### config.mk
export PLATFORM = sky130hd
export DESIGN_NAME = vga_timing_gen_flat
export DESIGN_NICKNAME = d
export VERILOG_FILES = /design/src/rtl/vga_timing_gen_pkg.sv /design/src/rtl/vga_timing_gen_if.sv /design/src/rtl/vga_timing_gen_timing_axis_cnt.sv /design/src/rtl/vga_timing_gen.sv /design/src/flat_wrapper.sv
export SDC_FILE = /design/constraint.sdc
export NUM_CORES = 1
export LEC_CHECK = 0
export ABC_AREA = 0
export CORE_MARGIN = 2
export CORE_UTILIZATION = 25
export DETAILED_ROUTE_END_ITERATION = 8
export GPL_ROUTABILITY_DRIVEN = 0
export HOLD_SLACK_MARGIN = 0.03
export PLACE_DENSITY = 0.39
export SKIP_CTS_REPAIR_TIMING = 1
export SKIP_LAST_GASP = 1
export SYNTH_ARGS = -nofsm -noshare
export SYNTH_HDL_FRONTEND = slang
export SYNTH_SLANG_ARGS = --single-unit
export TNS_END_PERCENT = 1
### constraint.sdc
create_clock -name clk -period 2.1 [get_ports clk]
set_clock_uncertainty 0.2 [all_clocks]
set_input_delay 0.315 -clock clk [delete_from_list [all_inputs] [get_ports clk]]
set_output_delay 0.315 -clock clk [all_outputs]
set_load 0.02 [all_outputs]
### src/rtl/vga_timing_gen_pkg.sv
// Shared SVGA 800x600@60 timing constants and counter widths, so the render
// pipeline and the timing generator agree on the same numbers.
package vga_timing_gen_pkg;

  localparam int H_ACTIVE = 800;
  localparam int H_FP     = 40;
  localparam int H_SYNC   = 128;
  localparam int H_BP     = 88;
  localparam int H_TOTAL  = H_ACTIVE + H_FP + H_SYNC + H_BP;  // 1056

  localparam int V_ACTIVE = 600;
  localparam int V_FP     = 1;
  localparam int V_SYNC   = 4;
  localparam int V_BP     = 23;
  localparam int V_TOTAL  = V_ACTIVE + V_FP + V_SYNC + V_BP;  // 628

  localparam int H_CNT_W  = 11;
  localparam int V_CNT_W  = 10;

  // Map "inside the sync window" onto the pin level for the chosen polarity.
  function automatic logic sync_level(input logic in_win, input logic pol);
    return in_win ? pol : ~pol;
  endfunction

endpackage

### src/rtl/vga_timing_gen_if.sv
// Raster timing bundle: advance enable in, sync/enable/coordinates/ticks out.
interface vga_timing_gen_if;
  import vga_timing_gen_pkg::*;

  logic               en;
  logic               hsync;
  logic               vsync;
  logic               de;
  logic [H_CNT_W-1:0] pix_x;
  logic [V_CNT_W-1:0] pix_y;
  logic               line_tick;
  logic               frame_tick;

  // Timing generator side.
  modport master (
    input  en,
    output hsync, vsync, de, pix_x, pix_y, line_tick, frame_tick
  );

  // Consumer side (render pipeline / pin driver / game logic).
  modport slave (
    output en,
    input  hsync, vsync, de, pix_x, pix_y, line_tick, frame_tick
  );
endinterface

### src/rtl/vga_timing_gen_timing_axis_cnt.sv
// Generic wrapping counter for one raster axis, with terminal-count flag and
// active / sync window decode of the current count.
module timing_axis_cnt #(
  parameter int W          = 11,
  parameter int TOTAL      = 1056,
  parameter int ACT_END    = 800,
  parameter int SYNC_START = 840,
  parameter int SYNC_END   = 968
) (
  input  logic         clk,
  input  logic         rst_n,
  input  logic         i_adv,
  output logic [W-1:0] o_cnt,
  output logic         o_tc,
  output logic         o_active,
  output logic         o_sync_win
);

  // Window bounds are compared one bit wider so a bound equal to 2**W
  // (window running to the very end of a full-width axis) does not wrap.
  localparam logic [W-1:0] L_LAST       = W'(TOTAL - 1);
  localparam logic [W:0]   L_ACT_END    = (W+1)'(ACT_END);
  localparam logic [W:0]   L_SYNC_START = (W+1)'(SYNC_START);
  localparam logic [W:0]   L_SYNC_END   = (W+1)'(SYNC_END);

  logic [W-1:0] r_cnt;
  logic [W:0]   w_cnt_ext;

  assign w_cnt_ext  = {1'b0, r_cnt};
  assign o_cnt      = r_cnt;
  assign o_tc       = (r_cnt == L_LAST);
  assign o_active   = (w_cnt_ext < L_ACT_END);
  assign o_sync_win = (w_cnt_ext >= L_SYNC_START) && (w_cnt_ext < L_SYNC_END);

  // Count up while advancing, wrapping to zero after the last position.
  always_ff @(posedge clk or negedge rst_n) begin
    if (!rst_n) begin
      r_cnt <= '0;
    end else if (i_adv) begin
      r_cnt <= o_tc ? '0 : r_cnt + W'(1);
    end
  end

endmodule

### src/rtl/vga_timing_gen.sv
// SVGA raster timing generator: horizontal/vertical counters plus a registered
// decode stage so every output shares the same one-cycle latency.
module vga_timing_gen
  import vga_timing_gen_pkg::*;
#(
  parameter int H_ACTIVE = vga_timing_gen_pkg::H_ACTIVE,
  parameter int H_FP     = vga_timing_gen_pkg::H_FP,
  parameter int H_SYNC   = vga_timing_gen_pkg::H_SYNC,
  parameter int H_BP     = vga_timing_gen_pkg::H_BP,
  parameter int V_ACTIVE = vga_timing_gen_pkg::V_ACTIVE,
  parameter int V_FP     = vga_timing_gen_pkg::V_FP,
  parameter int V_SYNC   = vga_timing_gen_pkg::V_SYNC,
  parameter int V_BP     = vga_timing_gen_pkg::V_BP,
  parameter bit SYNC_POL = 1'b1
) (
  input  logic                clk,
  input  logic                rst_n,
  vga_timing_gen_if.master    vga
);

  localparam int L_H_TOT = H_ACTIVE + H_FP + H_SYNC + H_BP;
  localparam int L_V_TOT = V_ACTIVE + V_FP + V_SYNC + V_BP;

  logic [H_CNT_W-1:0] w_h_cnt;
  logic [V_CNT_W-1:0] w_v_cnt;
  logic               w_h_tc;
  logic               w_v_tc;
  logic               w_h_act;
  logic               w_v_act;
  logic               w_h_sync;
  logic               w_v_sync;
  logic               w_v_adv;
  logic               w_line_start;
  logic               w_frame_start;

  // The vertical axis only moves on the last pixel of a line.
  assign w_v_adv = vga.en && w_h_tc;

  timing_axis_cnt #(
    .W          (H_CNT_W),
    .TOTAL      (L_H_TOT),
    .ACT_END    (H_ACTIVE),
    .SYNC_START (H_ACTIVE + H_FP),
    .SYNC_END   (H_ACTIVE + H_FP + H_SYNC)
  ) u_h_cnt (
    .clk        (clk),
    .rst_n      (rst_n),
    .i_adv      (vga.en),
    .o_cnt      (w_h_cnt),
    .o_tc       (w_h_tc),
    .o_active   (w_h_act),
    .o_sync_win (w_h_sync)
  );

  timing_axis_cnt #(
    .W          (V_CNT_W),
    .TOTAL      (L_V_TOT),
    .ACT_END    (V_ACTIVE),
    .SYNC_START (V_ACTIVE + V_FP),
    .SYNC_END   (V_ACTIVE + V_FP + V_SYNC)
  ) u_v_cnt (
    .clk        (clk),
    .rst_n      (rst_n),
    .i_adv      (w_v_adv),
    .o_cnt      (w_v_cnt),
    .o_tc       (w_v_tc),
    .o_active   (w_v_act),
    .o_sync_win (w_v_sync)
  );

  assign w_line_start  = (w_h_cnt == '0);
  assign w_frame_start = w_line_start && (w_v_cnt == V_CNT_W'(V_ACTIVE));

  logic               r_hsync;
  logic               r_vsync;
  logic               r_de;
  logic [H_CNT_W-1:0] r_pix_x;
  logic [V_CNT_W-1:0] r_pix_y;
  logic               r_line_tick;
  logic               r_frame_tick;

  // Register the decoded counter state; while stalled everything holds except
  // the ticks, which drop so a single event is never reported twice.
  always_ff @(posedge clk or negedge rst_n) begin
    if (!rst_n) begin
      r_hsync      <= ~SYNC_POL;
      r_vsync      <= ~SYNC_POL;
      r_de         <= 1'b0;
      r_pix_x      <= '0;
      r_pix_y      <= '0;
      r_line_tick  <= 1'b0;
      r_frame_tick <= 1'b0;
    end else if (vga.en) begin
      r_hsync      <= sync_level(w_h_sync, SYNC_POL);
      r_vsync      <= sync_level(w_v_sync, SYNC_POL);
      r_de         <= w_h_act && w_v_act;
      r_pix_x      <= w_h_cnt;
      r_pix_y      <= w_v_cnt;
      r_line_tick  <= w_line_start;
      r_frame_tick <= w_frame_start;
    end else begin
      r_line_tick  <= 1'b0;
      r_frame_tick <= 1'b0;
    end
  end

  assign vga.hsync      = r_hsync;
  assign vga.vsync      = r_vsync;
  assign vga.de         = r_de;
  assign vga.pix_x      = r_pix_x;
  assign vga.pix_y      = r_pix_y;
  assign vga.line_tick  = r_line_tick;
  assign vga.frame_tick = r_frame_tick;

endmodule

### src/flat_wrapper.sv
// flat-port wrapper written by rule: the top's interface ports become plain ports
module vga_timing_gen_flat import vga_timing_gen_pkg::*;
#(
  parameter int H_ACTIVE = vga_timing_gen_pkg::H_ACTIVE,
  parameter int H_FP     = vga_timing_gen_pkg::H_FP,
  parameter int H_SYNC   = vga_timing_gen_pkg::H_SYNC,
  parameter int H_BP     = vga_timing_gen_pkg::H_BP,
  parameter int V_ACTIVE = vga_timing_gen_pkg::V_ACTIVE,
  parameter int V_FP     = vga_timing_gen_pkg::V_FP,
  parameter int V_SYNC   = vga_timing_gen_pkg::V_SYNC,
  parameter int V_BP     = vga_timing_gen_pkg::V_BP,
  parameter bit SYNC_POL = 1'b1
)
  (clk, rst_n, vga_en, vga_hsync, vga_vsync, vga_de, vga_pix_x, vga_pix_y, vga_line_tick, vga_frame_tick);
  vga_timing_gen_if vga_i ();
  input  logic clk;
  input  logic rst_n;
  input wire logic [$bits(vga_i.en)-1:0] vga_en;
  output wire logic [$bits(vga_i.hsync)-1:0] vga_hsync;
  output wire logic [$bits(vga_i.vsync)-1:0] vga_vsync;
  output wire logic [$bits(vga_i.de)-1:0] vga_de;
  output wire logic [$bits(vga_i.pix_x)-1:0] vga_pix_x;
  output wire logic [$bits(vga_i.pix_y)-1:0] vga_pix_y;
  output wire logic [$bits(vga_i.line_tick)-1:0] vga_line_tick;
  output wire logic [$bits(vga_i.frame_tick)-1:0] vga_frame_tick;
  assign vga_i.en = vga_en;
  assign vga_hsync = vga_i.hsync;
  assign vga_vsync = vga_i.vsync;
  assign vga_de = vga_i.de;
  assign vga_pix_x = vga_i.pix_x;
  assign vga_pix_y = vga_i.pix_y;
  assign vga_line_tick = vga_i.line_tick;
  assign vga_frame_tick = vga_i.frame_tick;
  vga_timing_gen #(.H_ACTIVE(H_ACTIVE), .H_FP(H_FP), .H_SYNC(H_SYNC), .H_BP(H_BP), .V_ACTIVE(V_ACTIVE), .V_FP(V_FP), .V_SYNC(V_SYNC), .V_BP(V_BP), .SYNC_POL(SYNC_POL)) u_core (.clk(clk), .rst_n(rst_n), .vga(vga_i));
endmodule
After elaboration in Yosys (flattened, before gate mapping)
Cells that the tools add are included.
W data, S select, Z words.
Word-level totals
  bits in registers: 47
  input port bits: 3
  logic and storage cells: 32
Cells by class
  add/sub/neg operators: 2
  order comparisons: 6
  equal/unequal tests: 3
  muxes and demuxes: 6
  reductions and logical operators: 6
Operators by type and width (number)
  $lt A11 B10 Y1 const B: 2
  $eq A10 B10 Y1 const B: 2
  $lt A10 B10 Y1 const B: 2
  $add A11 B1 Y11 const B: 1
  $eq A11 B11 Y1 const B: 1
  $ge A11 B10 Y1 const B: 1
  $logic_not A11 Y1: 1
  $mux W11: 1
  $add A10 B1 Y10 const B: 1
  $ge A10 B10 Y1 const B: 1
  $mux W10: 1
  $logic_and A1 B1 Y1: 5
  $mux W1: 4

Longest topological paths before layout
Gate-level depths: netlist of run 1.
  word-level depth: 3
  mapped depth: 6

Hierarchy
Synthesis of run 1 repeated with hierarchy kept, for this count alone.
Unflattened totals
  cells, all modules: 186
  area, all modules: 2223.4 um^2
Modules (own cells, without submodules)
  vga_timing_gen: times used 1, cells each 64, area each 1021.0 um^2, seq. area each 650.6 um^2
  timing_axis_cnt at u_core.u_h_cnt: times used 1, cells each 63, area each 615.6 um^2, seq. area each 275.3 um^2
  timing_axis_cnt at u_core.u_v_cnt: times used 1, cells each 59, area each 586.8 um^2, seq. area each 250.2 um^2

Least setup slack after synthesis of run 1
No wires, ideal clock.
  path type: register -> register
  start point: reg u_core.u_v_cnt.r_cnt[8], in the netlist u_core.u_v_cnt.o_cnt[8]
  end point: reg u_core.u_v_cnt.r_cnt[2], in the netlist u_core.u_v_cnt.o_cnt[2]
  setup time: 138 ps
  arrival: 1493 ps
  data required time: 1762 ps
  slack: 269 ps
  cell stages (with the launch flop): 6
  cell sequence: dfrtp_1 -> nand4bb_4 -> or4_4 -> buf_6 -> a31oi_1 -> a31oi_1
On the way
  longest elaborated chain between the ends: 2
Ends and longest elaborated chain
  from (decl): line vga_timing_gen_timing_axis_cnt.sv:26  | logic [W-1:0] r_cnt;
  from (signal assigned): line vga_timing_gen_timing_axis_cnt.sv:40  | r_cnt <= o_tc ? '0 : r_cnt + W'(1);
  $eq A10 B10 Y1: line vga_timing_gen_timing_axis_cnt.sv:31  | assign o_tc = (r_cnt == L_LAST);
  $mux W10: line vga_timing_gen_timing_axis_cnt.sv:40
No other way between the ends.
A chain may end at the register's enable or synchronous reset.

Worst setup path after layout of run 1
  start point: reg u_core.u_h_cnt.r_cnt[9], in the netlist u_core.u_h_cnt.o_cnt[9]
  end point: reg u_core.u_v_cnt.r_cnt[3], in the netlist u_core.u_v_cnt.o_cnt[3]
On the way
  longest elaborated chain between the ends: 2
Ends and longest elaborated chain
  from (decl): line vga_timing_gen_timing_axis_cnt.sv:26
  from (signal assigned): line vga_timing_gen_timing_axis_cnt.sv:40
  $eq A11 B11 Y1: line vga_timing_gen_timing_axis_cnt.sv:31
  $logic_and A1 B1 Y1: line vga_timing_gen.sv:37  | assign w_v_adv = vga.en && w_h_tc;
No other way between the ends.

==> run summary, run 1 <==
From bottom edge to top edge, the die measures 98.2 um. STA classifies the critical path endpoint as a register. Timing analysis after detailed placement gives a worst setup slack of 123 ps.

STA classifies the critical path startpoint as a register. The share of final-layout standard cells stronger than drive strength 1 came out at 0.212. Yosys mapped a number of flops with a built-in enable equal to 0.

Tracing the worst setup path back leads to its startpoint at u_core.u_h_cnt.o_cnt[9]$_DFFE_PN0P_. The share of the cycle needed by the critical path after routing is 0.911. The via count normalized by instance count came out at 4.67. The net count of the mapped netlist is 199. CTS placed an instance of sky130_fd_sc_hd__clkbuf_8 at the clock tree root. The final-report hold violation count came out at 0. The longest clock path from root to sink contains 2 buffers. The flow ran to the end, and the final reports show no timing, DRC or antenna violations. Yosys instantiated no cell more often than sky130_fd_sc_hd__dfrtp_1. TritonCTS built the clock tree. The worst reg-to-reg path cell count is 5. The wire length of the first global-routing pass came out at 8430 um. For this run, the leading register cell type out of synthesis is sky130_fd_sc_hd__dfrtp_1. The cell area after layout is 2800 sq um. The number of antenna diodes in the final layout is 0.

The share of flip-flops with an asynchronous set or reset is 1.00. The total number of nets in the final design came out at 238. The count of different cell masters after synthesis came out at 41. The via count of the first global-routing pass is 1585. The maximum fanout along the worst path is 12.

Of the synthesized area, sequential elements account for 0.530. The most critical setup path has its endpoint at u_core.u_v_cnt.o_cnt[3]$_DFFE_PN0P_. The layer flagged by global routing as most heavily used is met2. At the end of the flow the core is filled with cells to 0.323. The total setup violations reported at the end of the flow came out at 0. The number of antenna violations at the first check in global routing is 0. The worst hold path belongs to the class in -> async. The routed layout has 1582 vias.

The total DRC errors in the routed layout came out at 0. The total of buffers placed on input and output ports came out at 28. The detailed-router iteration count before antenna repair came out at 4. The violation count after the first detailed-routing iteration is 35. The number of buffers created by CTS came out at 5. Of all cell types, the one taking the most synthesized area is sky130_fd_sc_hd__dfrtp_1. The cell count after synthesis came out at 191. The worst register-to-register path begins at u_core.u_h_cnt.o_cnt[9]$_DFFE_PN0P_.

The yosys synthesis warning count came out at 0. The global-route usage over all layers came out at 0.110. The count of maximum capacitance violations is 0. For this configuration, the core starts out at a cell density of 0.255. The routing usage on met3 is 0.0236. The worst-case IR drop observed on VDD is 0.000249 V.

Across all setup checks in the final design, the least slack found is 188 ps. The share of Yosys cell area claimed by the top area cell type came out at 0.530. The CTS H-tree depth came out at 2.

Ranked by instance count, the synthesized netlist is headed by 47 x sky130_fd_sc_hd__dfrtp_1, 20 x sky130_fd_sc_hd__mux2_2, 12 x sky130_fd_sc_hd__nand2_1, 10 x sky130_fd_sc_hd__inv_1, 7 x sky130_fd_sc_hd__nor2_1. The die covers 9640 sq um. The analysis attributes to cell leakage a power of 0.00127 uW.

The width of the die is 98.2 um. The sum of negative setup slack came out at 0 ps. The critical path required time came out at 2090 ps. The post-place instance area came out at 2690 sq um.

The synthesis-to-finish area growth is 26.3%. In the global route stage, met1 resource usage came out at 0.151. The site row count came out at 34. The max-slew violation count is 0. The synthesized area per cell came out at 11.6 sq um. The worst slew margin relative to its limit is 0.759. The clock transition at the registers of the reported paths is 90 ps. The fmax came out at 523 MHz.

The clock sink count is 47. Yosys attributes the largest share of cell area to sky130_fd_sc_hd__dfrtp_1 53%, sky130_fd_sc_hd__mux2_2 10%, sky130_fd_sc_hd__ha_1 2.8%. The cell area that synthesis handed to floorplanning was 2220 sq um. The pin count of the biggest net entering global routing is 27. The core region is 8680 sq um. The total power per unit cell area came out at 805 nW/um^2. In this run the remaining antenna-violating nets after routing total 0.

The global-route met2 utilization is 0.174. The minimum clock period is 1910 ps. The slew of the pin with the lowest slew margin is 359 ps. Setup repair after global routing left no endpoint under its margin. The worst setup path is of the reg -> reg kind.

In the final routed layout, each cell accounts on average for 14.5 um. The clock latency at the later pin of the worst-skew pair came out at 300 ps. The worst register-to-register path has a setup slack of 190 ps. The final HPWL from detailed placement came out at 3550 um.

The worst register-to-register path ends at u_core.u_v_cnt.o_cnt[3]$_DFFE_PN0P_. Pin placement for this block handled 29 I/O pins. Wires add up to 4930 um.

The leftover overflow at the end of global routing came out at 0. The critical path data arrival time is 1900 ps. The number of register bits inferred by synthesis is 47.
==> metrics by stage <==
stage | hold WS, ps | total power, uW | instances
2_1_floorplan | -181 | 1410 | 191
4_1_cts | -343 | 2300 | 338
5_1_grt | 203 | 2390 | 339
3_3_place_gp | -7.87 | 1670 | 330
3_5_place_dp | -9.43 | 1670 | 330
6_report | 204 | 2250 | 339
==> worst min-delay path by stage <==
stage | end | slack (ps) | cells after the start
global placement | u_core.vga.pix_x[3]$_DFFE_PN0P_ | -8 | 1
floorplan | u_core.u_h_cnt.o_cnt[0]$_DFFE_PN0P_ | -180 | 0
global route | u_core.vga.pix_x[7]$_DFFE_PN0P_ | 200 | 2
CTS | u_core.vga.pix_x[3]$_DFFE_PN0P_ | -340 | 1
finish | u_core.vga.pix_x[6]$_DFFE_PN0P_ | 200 | 2
detailed placement | u_core.vga.pix_x[3]$_DFFE_PN0P_ | -9 | 1
==> layout by cell type (no fill, tap or decap), drive strengths merged, types with 3 or more instances in the layout <==
cell / netlist / final
dfrtp: 47 / 47
clkdlybuf4s50: 0 / 27
mux2: 20 / 20
buf: 8 / 16
nand2: 12 / 12
inv: 10 / 10
clkbuf: 4 / 8
nor2: 7 / 7
a21oi: 7 / 7
and3: 6 / 6
nand3: 6 / 6
xnor2: 6 / 6
nand4: 6 / 6
and4: 5 / 5
a31oi: 5 / 5
ha: 5 / 5
o21ai: 5 / 5
nor3: 4 / 4
xor2: 4 / 4
nand2b: 3 / 3
o22ai: 3 / 3
==> power breakdown <==
part | switching, uW | leakage (uW) | internal (uW) | total (uW)
Clock | 309 | 0.0000515 | 301 | 611
Sequential | 97.1 | 0.000597 | 1020 | 1110
Combinational | 259 | 0.000619 | 270 | 529
==> area by class of cell <==
type	count	area, sq um
multi-input cells	122	941
fillers	926	5880
repair buffers	44	410
flip-flops and latches	47	1180
clock buffers	8	100
inverters	10	37.5
well taps	108	135
==> flip-flops by register name, indices dropped and copies added, names as in the netlist <==
name	flops
u_core.u_h_cnt.o_cnt	11
u_core.vga.pix_x	11
u_core.u_v_cnt.o_cnt	10
u_core.vga.pix_y	10
u_core.vga.de	1
u_core.vga.frame_tick	1
u_core.vga.hsync	1
u_core.vga.line_tick	1
u_core.vga.vsync	1
==> layer usage <==
layer	part of all wire	vias to the layer above	wire length, um
met5	0	-	0
met4	0.010	0	50
met3	0.026	4	128
met2	0.47	22	2340
met1	0.49	798	2410
li1	-	758	-
==> critical path: stages, from the launching register on <==
cell	delay, ps
sky130_fd_sc_hd__dfrtp_1	450
sky130_fd_sc_hd__nor4_4	420
sky130_fd_sc_hd__and4_1	260
sky130_fd_sc_hd__buf_4	190
sky130_fd_sc_hd__nand4_1	130
sky130_fd_sc_hd__mux2i_1	140
==> cell families (layout without fill, tap and decap cells) <==
kind of cell               after synthesis  count (layout)  share of synthesized area
xor gates and xnor gates                10              10                     0.0395
DFF                                     47              47                      0.530
adders and majority gates                5               5                     0.0282
buffers and inverters                   22              62                     0.0451
muxes                                   22              22                      0.111
and+or+nand+nor                         58              58                      0.166
AOI/OAI and AO/OA                       27              27                     0.0796
(Power assumes the default switching activity.)
==> run 2: changes to the inputs <==
--- a/config.mk
+++ b/config.mk
@@ -14,2 +14,3 @@
 export PLACE_DENSITY = 0.39
+export RECOVER_POWER = 50
 export SKIP_CTS_REPAIR_TIMING = 1
--- a/constraint.sdc
+++ b/constraint.sdc
@@ -4,2 +4,2 @@
 set_output_delay 0.315 -clock clk [all_outputs]
-set_load 0.02 [all_outputs]
+set_load 0.05 [all_outputs]
==> run 2 against run 1 <==
Net effect:
- combinational power is 24% higher
- clock power fell by 1%
- first-iteration DRC count up 60%
==> run summary, run 2 (synthesized netlist as in run 1, its figures left out) <==
The total via count in the routed design is 1580. The peak supply drop is 0.000223 V. The library cell used most frequently in the layout, excluding fill and tap cells, is sky130_fd_sc_hd__dfrtp_1.

Relative to the synthesized area, the layout overhead comes to 24.7%. The overall die area came out at 9640 sq um. The CTS root buffer is sky130_fd_sc_hd__clkbuf_8. The total number of nets in the final design is 239. The critical path buffer and inverter count is 1. The number of nets with antenna violations after detailed routing is 0.

The worst reg-to-reg path cell count is 5. The final HPWL from detailed placement came out at 3530 um. Wires add up to 4980 um. The minimum clock period is 1990 ps. The most critical setup path has its endpoint at vga_de. TritonCTS created 5 clock buffers.

The max-slew violation count came out at 0. The core footprint came out at 8680 sq um. Setup repair after global routing left no endpoint under its margin. The floorplan step set the die width to 98.2 um. Of the cells placed in the final design, the portion with a size suffix greater than 1 is 0.194. The startpoint identified for the worst register-to-register timing path is u_core.u_h_cnt.o_cnt[9]$_DFFE_PN0P_. The total setup violations reported at the end of the flow is 0. TritonCTS built the clock tree. The share of the cycle needed by the critical path after routing is 0.949.

The slew of the pin with the lowest slew margin is 759 ps. The post-layout utilization of the core came out at 0.319. The number of antenna violations at the first check in global routing is 0. CTS built an H-tree with a depth of 2.

In this run, the number of DRC markers left after iteration 0 of detailed routing was 56. The maximum fanout along the worst path came out at 2. The pin count of the biggest net entering global routing is 27. The clock latency at the later pin of the worst-skew pair is 300 ps. The category of cells accounting for the largest share of critical-path delay is buffers and inverters. The I/O pin total is 29. The count of maximum capacitance violations came out at 0. The deepest clock path buffer count came out at 2. The most critical setup path has its startpoint at u_core.vga.de$_DFFE_PN0P_. The site row count is 34. The fmax is 502 MHz. The wire length of the first global-routing pass came out at 8550 um. The average wire length per cell after detail routing came out at 14.7 um. The total power per unit cell area is 859 nW/um^2.

The leftover overflow at the end of global routing is 0. The antenna diode count came out at 0. In the layout the commonest cells are 47 x sky130_fd_sc_hd__dfrtp_1, 25 x sky130_fd_sc_hd__clkdlybuf4s50_1, 20 x sky130_fd_sc_hd__mux2_2. The global-route usage over all layers is 0.112. The total of buffers placed on input and output ports came out at 28. After clock tree synthesis, the clock-pin slew on the worst setup and hold paths is 90 ps.

The logic depth of the worst path, buffers included came out at 1. The critical path required time is 1580 ps. The signal on the critical path passes through clkdlybuf4s50_1.

The leakage power came out at 0.00124 uW. STA classifies the critical path endpoint as an output port. The via count of the first global-routing pass came out at 1691. In the routed design, unresolved DRC markers number 0. STA classifies the critical path startpoint as a register. The number of fill cells is 925. The worst reg-to-reg setup slack came out at 150 ps.

The worst pin sits at a relative slew slack of 0.494. The min-delay analysis places its worst path in the category in -> async. The classification of the worst setup path is reg -> out.

In this design, the stage delay of the slowest critical-path cell is 800 ps. The final-report hold violation count was 0. After routing, the total negative slack on setup checks comes to 0 ps. The critical path data arrival time came out at 1480 ps. The clock sink count came out at 47. The detailed-router iteration count before antenna repair came out at 4. The run finished with clean final reports. The via count normalized by instance count is 4.65. The chip height came out at 98.2 um.

For this design, the slowest cell found on the critical path is sky130_fd_sc_hd__clkdlybuf4s50_1. The worst register-to-register path ends at u_core.u_v_cnt.o_cnt[3]$_DFFE_PN0P_. The effective utilization at floorplan came out at 0.255.
## run 2: report_power, final
part	internal (uW)	switching, uW	leakage [uW]
clock network	301	304	0.0000515
registers	1020	101	0.000597
logic	259	395	0.000596
total	1580	799	0.00124
## run 2: worst min-delay path by stage
stage	endpoint
final	u_core.vga.hsync$_DFFE_PN0P_
after global routing	u_core.vga.pix_x[3]$_DFFE_PN0P_
after CTS	u_core.vga.pix_x[5]$_DFFE_PN0P_
after detailed placement	u_core.vga.pix_x[3]$_DFFE_PN0P_
after global placement	u_core.vga.pix_x[3]$_DFFE_PN0P_
after floorplan	u_core.u_h_cnt.o_cnt[0]$_DFFE_PN0P_
## run 2: cell type report
class                      count  area [sq um]  share of cell area
timing repair buffer          45           375               0.136
sequential                    47          1180               0.425
tap                          108           135              0.0489
clock buffer                   8           100              0.0362
multi-input combinational    122           941               0.340
inverter                      10          37.5              0.0136
## run 2: through the flow
| step | total power [uW] | worst slack, ps | cell area (sq um) | hold slack [ps] | std cells |
|---|---|---|---|---|---|
| 2_1_floorplan | 1540 | 269 | 2220 | -181 | 191 |
| 3_3_place_gp | 1800 | 136 | 2700 | -5.24 | 331 |
| 3_5_place_dp | 1810 | 125 | 2700 | -0.277 | 331 |
| 4_1_cts | 2430 | 74.4 | 2800 | -333 | 339 |
| 5_1_grt | 2520 | 53.3 | 2770 | 320 | 340 |
| 6_report | 2380 | 108 | 2770 | 279 | 340 |
## run 2: worst register-to-register path, delay by kind of cell, from the launching register on
family	cells	cell delay [ps]
mux	1	140
simple gates	3	860
buf+inv	1	180
flops	1	460
## run 2: layer usage
layer  vias up  global-route usage  routed length (um)
met5         -                   0                   0
li1        766                   -                   -
met1       785               0.151                2370
met4         0              0.0432                  66
met3         6              0.0265                 145
met2        23               0.174                2400
==> run 3: changes to the inputs <==
Settings changed: CORE_UTILIZATION 25 to 43, CTS_CLUSTER_DIAMETER from default to 100, PLACE_DENSITY 0.39 to 0.62, TNS_END_PERCENT 1 to 50.
==> run 3 against run 2 <==
Net effect:
- count of clock-buffer cells in the layout fell by 2
- utilization rose by 22 points
- combinational power fell by 8.4%
- die area fell by 40%
- routed wire length fell by 11%
- design area fell by 2.2%
- clock power rose by 14%
- register-to-register slack improved by 20 ps
- total power rose by 2.3%
- sequential power barely moved
- hold slack improved by 31 ps
- critical path type unchanged
==> run summary, run 3 (synthesized netlist as in run 1, its figures left out) <==
Row generation in the floorplan step produced 26 rows. The leftover overflow at the end of global routing came out at 0. The via count of the first global-routing pass came out at 1454.

For this run, global-route usage on met1 was measured as 0.244. 0 antenna diodes ended up in the layout. The width of the die came out at 75.8 um. Along the worst hold path, the cell count comes to 1. For the worst-skew pair, the clock arrives at the later sink with an insertion delay of 300 ps.

The pin count of the biggest net entering global routing is 26. For the worst flop-to-flop path, the logic depth is 4. The sum of negative setup slack came out at 0 ps. The detailed-router iteration count before antenna repair is 4. The number of nets with antenna violations after detailed routing came out at 0. Across every metal layer, demand over resource in global routing totals 0.170. The total DRC errors in the routed layout came out at 0. The clock passes through at most 2 buffers. The worst slack on hold paths came out at 311 ps.

The layer flagged by global routing as most heavily used is met2. The count of maximum capacitance violations came out at 0. The analysis attributes to cell leakage a power of 0.00124 uW. The synthesis-to-finish area growth is 22.0%. The final HPWL from detailed placement came out at 3200 um.

The fmax came out at 500 MHz. The max-slew violation count was 0. The core footprint came out at 5040 sq um. The total of buffers placed on input and output ports came out at 28.

The peak supply drop is 0.000476 V. In this run the worst path has a maximum fanout of 2. The slew of the pin with the lowest slew margin came out at 638 ps. The number of antenna violations at the first check in global routing came out at 0. The run finished with clean final reports. The class of the worst hold path is reg -> reg. Setup repair after global routing left no endpoint under its margin.

The CTS H-tree depth is 2. The total setup violations reported at the end of the flow came out at 0. The I/O pin total is 29.

The final-report hold violation count was 0. The chip height came out at 75.8 um. The total power per unit cell area is 898 nW/um^2. The largest individual stage delay along the critical path comes from the cell sky130_fd_sc_hd__clkdlybuf4s50_1. The first routing iteration left 77 violations. The worst reg-to-reg setup slack came out at 170 ps. The tree is rooted in a sky130_fd_sc_hd__clkbuf_8. The capture point of the worst reg-to-reg path is u_core.u_v_cnt.o_cnt[3]$_DFFE_PN0P_.

TritonCTS built the clock tree. In the global route stage, met3 resource usage came out at 0.0331. The effective utilization at floorplan is 0.440. The source of the worst hold timing path is u_core.vga.pix_y[5]$_DFFE_PN0P_. The wire length of the first global-routing pass came out at 7260 um. The classification of the worst setup path is reg -> out. STA classifies the critical path endpoint as an output port. The critical path buffer and inverter count came out at 1.

In this run the worst setup path begins at u_core.vga.pix_y[1]$_DFFE_PN0P_. The global-route met2 utilization is 0.248. The total via count in the routed design is 1585. Of the cells placed in the final design, the portion with a size suffix greater than 1 is 0.196. The clock transition at the registers of the reported paths came out at 90 ps.

The number of buffers created by CTS came out at 5. The critical path required time is 1580 ps. The worst slew margin relative to its limit is 0.575. The final layout contains 232 nets. STA classifies the critical path startpoint as a register.

The average wire length per cell after detail routing came out at 15.0 um. The minimum clock period came out at 2000 ps. The die covers 5750 sq um. Broken down by cell family, the worst path's largest delay share belongs to buffers and inverters. Leaving out fill and tap cells, the most frequent cell in the layout is sky130_fd_sc_hd__dfrtp_1. The top cell types in the final layout, fill and taps aside, are 47 x sky130_fd_sc_hd__dfrtp_1, 26 x sky130_fd_sc_hd__clkdlybuf4s50_1, 20 x sky130_fd_sc_hd__mux2_2. The overall routed net length came out at 4420 um. Walking the worst path, the cells encountered are clkdlybuf4s50_1. The clock sink count came out at 47. For the worst setup path, the data arrival time is 1490 ps. In the finished design, the share of the clock period the worst path needs comes to 0.953. The via count normalized by instance count came out at 5.37.

The launch point of the worst reg-to-reg path is u_core.u_h_cnt.o_cnt[9]$_DFFE_PN0P_. On the worst path, the slowest cell contributes a delay of 820 ps. The endpoint of the worst hold path is u_core.vga.pix_y[5]$_DFFE_PN0P_.
-- run 3: cell count changes in the layout (fill, tap and decap cells not counted) --
cell / previous run / this run
sky130_fd_sc_hd__and4_1: 5 / 4
sky130_fd_sc_hd__bufinv_16: 0 / 1
sky130_fd_sc_hd__clkdlybuf4s50_1: 25 / 26
sky130_fd_sc_hd__clkbuf_8: 7 / 6
sky130_fd_sc_hd__clkinv_2: 0 / 1
sky130_fd_sc_hd__clkbuf_1: 7 / 1
sky130_fd_sc_hd__and4_2: 0 / 1
sky130_fd_sc_hd__buf_4: 9 / 6
-- run 3: area by class of cell --
cell class,instances,area [sq um]
Timing Repair Buffer,38,344
Clock buffer,6,82.6
Fill cell,458,2340
Tap cell,70,87.6
Multi-Input combinational cell,122,942
Sequential cell,47,1180
Inverter,10,37.5
Clock inverter,2,35.0
-- run 3: through the flow --
stage / total power [uW] / area (sq um) / util / setup slack, ps / std cells
after floorplan: 1540 / 2220 / - / 269 / 191
after global placement: 1750 / 2600 / 0.515 / 112 / 286
after detailed placement: 1770 / 2600 / 0.515 / 88.8 / 286
after CTS: 2460 / 2720 / 0.538 / 68.8 / 294
after global routing: 2550 / 2710 / 0.536 / 42.0 / 295
final: 2430 / 2710 / 0.536 / 98.3 / 295
-- run 3: power by group --
part / leakage (uW) / internal (uW) / switching, uW
sequential: 0.000597 / 1020 / 126
combinational: 0.000580 / 239 / 360
clock: 0.0000612 / 385 / 303
-- run 3: worst max-delay path by stage --
stage,end,slack (ps),depth (start not counted)
2_1_floorplan,u_core.u_v_cnt.o_cnt[2]$_DFFE_PN0P_,270,5
3_3_place_gp,u_core.u_v_cnt.o_cnt[3]$_DFFE_PN0P_,110,4
3_5_place_dp,u_core.u_v_cnt.o_cnt[3]$_DFFE_PN0P_,90,4
4_1_cts,vga_pix_y[1],70,1
5_1_grt,vga_pix_y[1],40,1
6_report,vga_pix_y[1],100,1
-- run 3: per-layer routing --
metal / vias up / routed length, um
met3: 11 / 184
met4: 0 / 95
met1: 780 / 2150
met5: - / 0
met2: 45 / 1990
li1: 749 / -
